--- config.mk ---
export PLATFORM = sky130hd
export DESIGN_NAME = alu_sequencer
export DESIGN_NICKNAME = d
export VERILOG_FILES = /design/src/rtl/alu_seq_pkg.sv /design/src/rtl/alu8.sv /design/src/rtl/alu_flag_update.sv /design/src/rtl/alu_sequencer.sv
export SDC_FILE = /design/constraint.sdc
export NUM_CORES = 1
export LEC_CHECK = 0
export CAP_MARGIN = 10
export CELL_PAD_IN_SITES_DETAIL_PLACEMENT = 1
export CELL_PAD_IN_SITES_GLOBAL_PLACEMENT = 2
export CORE_MARGIN = 8
export CORE_UTILIZATION = 35
export CTS_CLUSTER_DIAMETER = 50
export DETAILED_ROUTE_END_ITERATION = 10
export PLACE_DENSITY_LB_ADDON = 0.3
export SYNTH_ARGS = -nofsm -noshare
export SYNTH_HDL_FRONTEND = slang
export SYNTH_SLANG_ARGS = --single-unit
--- constraint.sdc ---
create_clock -name clk -period 12.1 [get_ports clk]
set_input_delay 3.63 -clock clk [delete_from_list [all_inputs] [get_ports clk]]
set_output_delay 3.63 -clock clk [all_outputs]
set_load 0.05 [all_outputs]
--- src/rtl/alu_seq_pkg.sv ---
// Shared definitions for the ALU sequencer: command opcodes, ALU op codes,
// FSM state encoding and {N,V,Z,C} flag bit positions.
package alu_seq_pkg;

  localparam logic [3:0] OP_ADC = 4'd0;
  localparam logic [3:0] OP_SBC = 4'd1;
  localparam logic [3:0] OP_AND = 4'd2;
  localparam logic [3:0] OP_EOR = 4'd3;
  localparam logic [3:0] OP_ORA = 4'd4;
  localparam logic [3:0] OP_LSR = 4'd5;
  localparam logic [3:0] OP_ROR = 4'd6;
  localparam logic [3:0] OP_CMP = 4'd7;
  localparam logic [3:0] OP_ASL = 4'd8;
  localparam logic [3:0] OP_ROL = 4'd9;
  localparam logic [3:0] OP_CLC = 4'd10;
  localparam logic [3:0] OP_SEC = 4'd11;

  typedef enum logic [2:0] {
    ALU_NONE = 3'd0,
    ALU_SUM  = 3'd1,
    ALU_AND  = 3'd2,
    ALU_EOR  = 3'd3,
    ALU_OR   = 3'd4,
    ALU_SR   = 3'd5,
    ALU_ROR  = 3'd6
  } alu_op_e;

  typedef enum logic [1:0] {
    ST_IDLE  = 2'd0,
    ST_BYTE0 = 2'd1,
    ST_BYTE1 = 2'd2,
    ST_RESP  = 2'd3
  } state_e;

  localparam int FLAG_N = 3;
  localparam int FLAG_V = 2;
  localparam int FLAG_Z = 1;
  localparam int FLAG_C = 0;

  // Right shifts walk the word from the top byte down so the carry falls into bit 7 below.
  function automatic logic is_hi_first(input logic [3:0] op);
    return (op == OP_LSR) || (op == OP_ROR);
  endfunction

endpackage

--- src/rtl/alu8.sv ---
// 8-bit ALU datapath: add with optional B inversion, logic ops, right shift/rotate.
// Latency: combinational. Backpressure: none, pure function of its inputs.
// SR and ROR both shift carry_in into bit 7; the sequencer chooses what that carry is.
module alu8
  import alu_seq_pkg::*;
(
  input  alu_op_e    op,
  input  logic [7:0] a,
  input  logic [7:0] b,
  input  logic       inv,
  input  logic       cin,
  output logic [7:0] y,
  output logic       cout,
  output logic       v
);

  logic [7:0] bb;
  logic [8:0] sum9;

  always_comb begin
    bb   = inv ? ~b : b;
    sum9 = {1'b0, a} + {1'b0, bb} + {8'h00, cin};
    y    = 8'h00;
    cout = 1'b0;
    v    = 1'b0;
    case (op)
      ALU_SUM: begin
        y    = sum9[7:0];
        cout = sum9[8];
        v    = (a[7] == bb[7]) && (sum9[7] != a[7]);
      end
      ALU_AND: y = a & b;
      ALU_EOR: y = a ^ b;
      ALU_OR:  y = a | b;
      ALU_SR, ALU_ROR: begin
        y    = {cin, a[7:1]};
        cout = a[0];
      end
      default: ;
    endcase
  end

endmodule

--- src/rtl/alu_flag_update.sv ---
// Next-value merge of the {N,V,Z,C} status flags from the final byte of a command.
// Latency: combinational. Backpressure: none, the sequencer decides when to commit.
module alu_flag_update
  import alu_seq_pkg::*;
(
  input  logic [3:0] op,
  input  logic       wide,
  input  logic [7:0] res_lo,
  input  logic [7:0] res_hi,
  input  logic       carry_out,
  input  logic       v_in,
  input  logic [3:0] flags_cur,
  output logic [3:0] flags_nxt
);

  logic n_res;
  logic z_res;

  always_comb begin
    n_res     = wide ? res_hi[7] : res_lo[7];
    z_res     = (res_lo == 8'h00) && (!wide || (res_hi == 8'h00));
    flags_nxt = flags_cur;
    case (op)
      OP_ADC, OP_SBC: begin
        flags_nxt[FLAG_N] = n_res;
        flags_nxt[FLAG_V] = v_in;
        flags_nxt[FLAG_Z] = z_res;
        flags_nxt[FLAG_C] = carry_out;
      end
      OP_CMP, OP_LSR, OP_ROR, OP_ASL, OP_ROL: begin
        flags_nxt[FLAG_N] = n_res;
        flags_nxt[FLAG_Z] = z_res;
        flags_nxt[FLAG_C] = carry_out;
      end
      OP_AND, OP_EOR, OP_ORA: begin
        flags_nxt[FLAG_N] = n_res;
        flags_nxt[FLAG_Z] = z_res;
      end
      OP_CLC: flags_nxt[FLAG_C] = 1'b0;
      OP_SEC: flags_nxt[FLAG_C] = 1'b1;
      default: ;
    endcase
  end

endmodule

--- src/rtl/alu_sequencer.sv ---
// Byte-serial ALU controller owning the {N,V,Z,C} flags; ALU_SEQ_PERF_EN adds perf counters.
// Latency: response valid 2 cycles after accept (narrow), 3 (wide).
// Backpressure: one command in flight; cmd_ready low until the response is taken.
module alu_sequencer
  import alu_seq_pkg::*;
#(
  parameter int OP_W   = 4,
  parameter int DATA_W = 16
) (
  input  logic              clk,
  input  logic              rst,
  input  logic              cmd_valid,
  output logic              cmd_ready,
  input  logic [OP_W-1:0]   cmd_op,
  input  logic              cmd_wide,
  input  logic [DATA_W-1:0] cmd_a,
  input  logic [DATA_W-1:0] cmd_b,
  output logic              rsp_valid,
  input  logic              rsp_ready,
  output logic [DATA_W-1:0] rsp_data,
  output logic              rsp_err,
`ifdef ALU_SEQ_PERF_EN
  output logic [15:0]       perf_cmds,
  output logic [15:0]       perf_busy,
`endif
  output logic [3:0]        flags
);

  state_e            state;
  logic [OP_W-1:0]   op_q;
  logic              wide_q;
  logic [DATA_W-1:0] a_q, b_q;
  logic [7:0]        res_lo_q, res_hi_q;
  logic              carry_q;

  logic              first, on_hi, last;
  logic [7:0]        a_byte, b_byte;
  alu_op_e           alu_op;
  logic [7:0]        alu_a, alu_b, alu_y;
  logic              alu_inv, alu_cin, alu_cout, alu_v;
  logic [7:0]        fin_lo, fin_hi;
  logic [3:0]        flags_nxt;
  logic [DATA_W-1:0] a_masked, data_nxt;
  logic              err_nxt;

  assign cmd_ready = !rst && (state == ST_IDLE);

  assign first  = (state == ST_BYTE0);
  assign on_hi  = wide_q && ((state == ST_BYTE1) ^ is_hi_first(op_q));
  assign last   = (state == ST_BYTE1) || !wide_q;
  assign a_byte = on_hi ? a_q[15:8] : a_q[7:0];
  assign b_byte = on_hi ? b_q[15:8] : b_q[7:0];

  // First byte takes the opcode's own carry-in; the second chains the first's carry-out.
  always_comb begin
    alu_op  = ALU_NONE;
    alu_inv = 1'b0;
    alu_a   = a_byte;
    alu_b   = b_byte;
    alu_cin = first ? 1'b0 : carry_q;
    case (op_q)
      OP_ADC: begin
        alu_op = ALU_SUM;
        if (first) alu_cin = flags[FLAG_C];
      end
      OP_SBC: begin
        alu_op  = ALU_SUM;
        alu_inv = 1'b1;
        if (first) alu_cin = flags[FLAG_C];
      end
      OP_AND: alu_op = ALU_AND;
      OP_EOR: alu_op = ALU_EOR;
      OP_ORA: alu_op = ALU_OR;
      OP_LSR: alu_op = ALU_SR;
      OP_ROR: begin
        alu_op = ALU_ROR;
        if (first) alu_cin = flags[FLAG_C];
      end
      OP_CMP: begin
        alu_op  = ALU_SUM;
        alu_inv = 1'b1;
        if (first) alu_cin = 1'b1;
      end
      OP_ASL: begin
        alu_op = ALU_SUM;
        alu_b  = a_byte;
      end
      OP_ROL: begin
        alu_op = ALU_SUM;
        alu_b  = a_byte;
        if (first) alu_cin = flags[FLAG_C];
      end
      default: ;
    endcase
  end

  alu8 u_alu (
    .op   (alu_op),
    .a    (alu_a),
    .b    (alu_b),
    .inv  (alu_inv),
    .cin  (alu_cin),
    .y    (alu_y),
    .cout (alu_cout),
    .v    (alu_v)
  );

  assign fin_lo = on_hi ? res_lo_q : alu_y;
  assign fin_hi = !wide_q ? 8'h00 : (on_hi ? alu_y : res_hi_q);

  alu_flag_update u_flags (
    .op        (op_q),
    .wide      (wide_q),
    .res_lo    (fin_lo),
    .res_hi    (fin_hi),
    .carry_out (alu_cout),
    .v_in      (alu_v),
    .flags_cur (flags),
    .flags_nxt (flags_nxt)
  );

  assign a_masked = wide_q ? a_q : {8'h00, a_q[7:0]};
  assign err_nxt  = (op_q >= 4'd12);

  always_comb begin
    data_nxt = {fin_hi, fin_lo};
    if (op_q == OP_CMP || op_q == OP_CLC || op_q == OP_SEC || err_nxt)
      data_nxt = a_masked;
  end

  always_ff @(posedge clk) begin
    if (rst) begin
      state     <= ST_IDLE;
      flags     <= 4'b0000;
      rsp_valid <= 1'b0;
      rsp_data  <= '0;
      rsp_err   <= 1'b0;
      op_q      <= '0;
      wide_q    <= 1'b0;
      a_q       <= '0;
      b_q       <= '0;
      res_lo_q  <= 8'h00;
      res_hi_q  <= 8'h00;
      carry_q   <= 1'b0;
    end else begin
      case (state)
        ST_IDLE: begin
          if (cmd_valid) begin
            op_q   <= cmd_op;
            wide_q <= cmd_wide;
            a_q    <= cmd_a;
            b_q    <= cmd_b;
            state  <= ST_BYTE0;
          end
        end
        ST_BYTE0, ST_BYTE1: begin
          if (on_hi) res_hi_q <= alu_y;
          else       res_lo_q <= alu_y;
          carry_q <= alu_cout;
          if (last) begin
            flags     <= flags_nxt;
            rsp_data  <= data_nxt;
            rsp_err   <= err_nxt;
            rsp_valid <= 1'b1;
            state     <= ST_RESP;
          end else begin
            state <= ST_BYTE1;
          end
        end
        ST_RESP: begin
          if (rsp_ready) begin
            rsp_valid <= 1'b0;
            state     <= ST_IDLE;
          end
        end
        default: state <= ST_IDLE;
      endcase
    end
  end

`ifdef ALU_SEQ_PERF_EN
  always_ff @(posedge clk) begin
    if (rst) begin
      perf_cmds <= 16'h0000;
      perf_busy <= 16'h0000;
    end else begin
      if (cmd_valid && cmd_ready && perf_cmds != 16'hFFFF) perf_cmds <= perf_cmds + 16'd1;
      if (state != ST_IDLE && perf_busy != 16'hFFFF) perf_busy <= perf_busy + 16'd1;
    end
  end
`endif

endmodule

==> metrics.cfg <==
[placement]
io_buffers = 63
dp_slack_ns = 3.78
hpwlAfterDp_mm = 11.9
gp_congestion = 0.884
dp_cells = 813

[synth]
synth_mux_area_share_pct = 9.36
synth_top_family_by_area = simple AND/OR/NAND/NOR gates
synthesis.area_sq_um = 4770
synth-seq-cells = 78
synth_adder_area_share_pct = 7.92
synthSimpleGateAreaFrac_pct = 22.4
yosysTopAreaCell = dfxtp_1
yosysUniqueCellTypes = 64
syn_area_per_cell_sq_um = 7.90
ys.flop_type = dfxtp_1
yosysTopAreaCellShare_pct = 32.7
synth_xor_area_share_pct = 2.78
synth_edf_count = 0
synthCells = 604
ys_seq_area_share_pct = 32.7
synth_nets = 674
ys.warnings.count = 0
synth_compound_area_share_pct = 19.0
synthArstFlopShare_pct = 0
synth.top_cells.by_area = dfxtp_1, nand2_1, ha_1, a21oi_1, mux2i_1

[clock_network]
cts_tree = built
cts_hold_buf = 0
clk_latency_ns = 0.35
ctsRootBufferMaster = clkbuf_16
cts_max_path_buffers = 2
post_cts_buffers = 0
htree_levels = 3
path_clk_slew_ns = 0.06
cts_sinks = 78
cts_resized = 0
numCtsBuffers = 9

[cells_and_area]
area_delta_synth_final_pct = 22.4
layout.cells.non_filler = 830
antenna_cells = 0
fillers = 1580
fin_nets = 719
layout-drive-gt1-share_pct = 7.03

[pwr]
power_density_nw_per_um2 = 224
leakage_nw = 2.28
ir_drop_uv = 79.6

[timing]
fmax_mhz = 120
finalHoldViolations = 0
finalSetupTns_ns = 0
worst_hold_slack_ns = 0.452
worst_slew_pin_slew_ns = 1.09
rsz0062_at_grt = no
relSlewSlack_pct = 27.1
finalClockSkew_ns = 0.0110
setup_viol = 0
slew_violations = 0
finalCritPeriodShare_pct = 68.7
final.setup.worst_slack_ns = 3.79
period_minus_slack_ns = 8.31

[global_routing]
antenna_found_initial = 0
grt_pass1_wl_mm = 25.4
grt_max_degree = 79
grt_overflow = 0
grt_usage_pct = 18.3
grt_pass1_vias = 4555

[worst_hold_path]
hp-start = b_q[3]
hold_class = reg2reg
whs_endpoint = b_q[3]
holdPathStages = 2

[critical_path]
cp-end-kind = output port
start_kind = input port
critPathMaxFanout = 3
required_ns = 8.47
reg2reg_slack_ns = 6.15
r2r_cells = 19
r2r-start = state[0]
reg2reg_to = flags[1]
cp.arrival_ns = 4.68
crit_type = in2out

[drt]
drtPass1Iterations = 4
via_per_inst = 5.31
totalWireLength_mm = 15.9
dr_total_vias = 4404
first_iter_violations = 221
wl_per_cell_um = 19.2
drc_errors = 0
ant_nets = 0

[floorplanning]
die_w_um = 133
ios = 64
fp.dieH_um = 133
row_count = 42
coreArea_sq_um = 13300
start_util_pct = 35.9
die_area_sq_um = 17600

[status]
status = completed

[flow_run]
maxCapViolations = 0

==> worst max path at each step <==
stage                     start         to  slack, ns  cells past startpoint
final                       rst  cmd_ready       3.79                      3
after floorplan             rst  cmd_ready       3.63                      4
after detailed placement    rst  cmd_ready       3.78                      3
after global routing        rst  cmd_ready       3.75                      3
after global placement      rst  cmd_ready       3.78                      3
after CTS                   rst  cmd_ready       3.78                      3
==> worst max-delay path, stage by stage <==
cell             delay (ns)
buf_2                  0.14
nor2_1                 0.09
clkdlybuf4s50_1        0.82
==> sequential cells by signal, indices dropped and copies added (netlist names) <==
signal     flops
a_q           16
state          2
rsp_data      16
wide_q         1
rsp_err        1
rsp_valid      1
flags          4
op_q           4
res_hi_q       8
b_q           16
res_lo_q       8
carry_q        1
==> metal layers <==
layer  routed length (um)  track usage, %  vias up
met5                    0               0        -
met2                 7090            28.5       91
met4                  363            7.44        0
met3                  769            3.44       22
met1                 7690            24.2     2102
li1                     -               -     2189
==> logic make-up after synthesis <==
logic type                 after synthesis
AOI/OAI and AO/OA                      142
xor gates and xnor gates                13
adders and majority gates               29
buffers and inverters                   67
DFF                                     78
muxes                                   43
and+or+nand+nor                        232
==> layout make-up <==
| class | count | area [sq um] | share of cell area, % |
|---|---|---|---|
| multi-input cells | 459 | 2930 | 50.2 |
| flip-flops and latches | 78 | 1560 | 26.7 |
| repair buffers | 74 | 728 | 12.5 |
| well taps | 176 | 220 | 3.77 |
| inverters | 27 | 101 | 1.73 |
| clock inverters | 5 | 56.3 | 0.964 |
| clock buffers | 11 | 243 | 4.16 |
==> cells in the final DEF, fill, tap and decap left out, drive strengths merged, types with 3 or more instances in the layout <==
cell type	instances
nand2b	4
clkbuf	11
a21oi	66
xnor2	12
a2bb2oi	3
a311oi	5
a211oi	16
a21o	4
o22ai	3
nand2	101
buf	12
mux2	10
nand3	14
nor2b	6
and2	12
clkdlybuf4s50	62
a22oi	9
o21ai	13
nand4	5
ha	27
dfxtp	78
mux2i	33
o221ai	3
a221oi	3
nor2	62
inv	28
or4	3
==> cells in the mapped netlist, types with 11 or more instances <==
cell,instances
o21ai_0,11
nor2_1,62
mux2i_1,33
and2_1,11
clkbuf_1,29
nand3_1,14
xnor2_1,12
nand2_1,101
inv_1,27
a21oi_1,66
ha_1,27
dfxtp_1,78
a211oi_1,16
==> metrics by stage <==
stage	instance area [sq um]	total power, W	utilization, %
CTS	5810	0.00131	43.7
global route	5840	0.00140	43.9
global placement	5520	0.00101	41.5
detailed placement	5520	0.00103	41.5
floorplan	4770	0.000819	-
finish	5840	0.00131	43.9
==> report_power, final <==
| group | total (W) | switching (W) | leakage (nW) | internal, W |
|---|---|---|---|---|
| Clock | 0.000274 | 0.000108 | 0.146 | 0.000165 |
| Sequential | 0.000355 | 0.0000441 | 0.637 | 0.000311 |
| Combinational | 0.000680 | 0.000426 | 1.50 | 0.000254 |
Note: power is estimated with default switching activity, not from simulation.
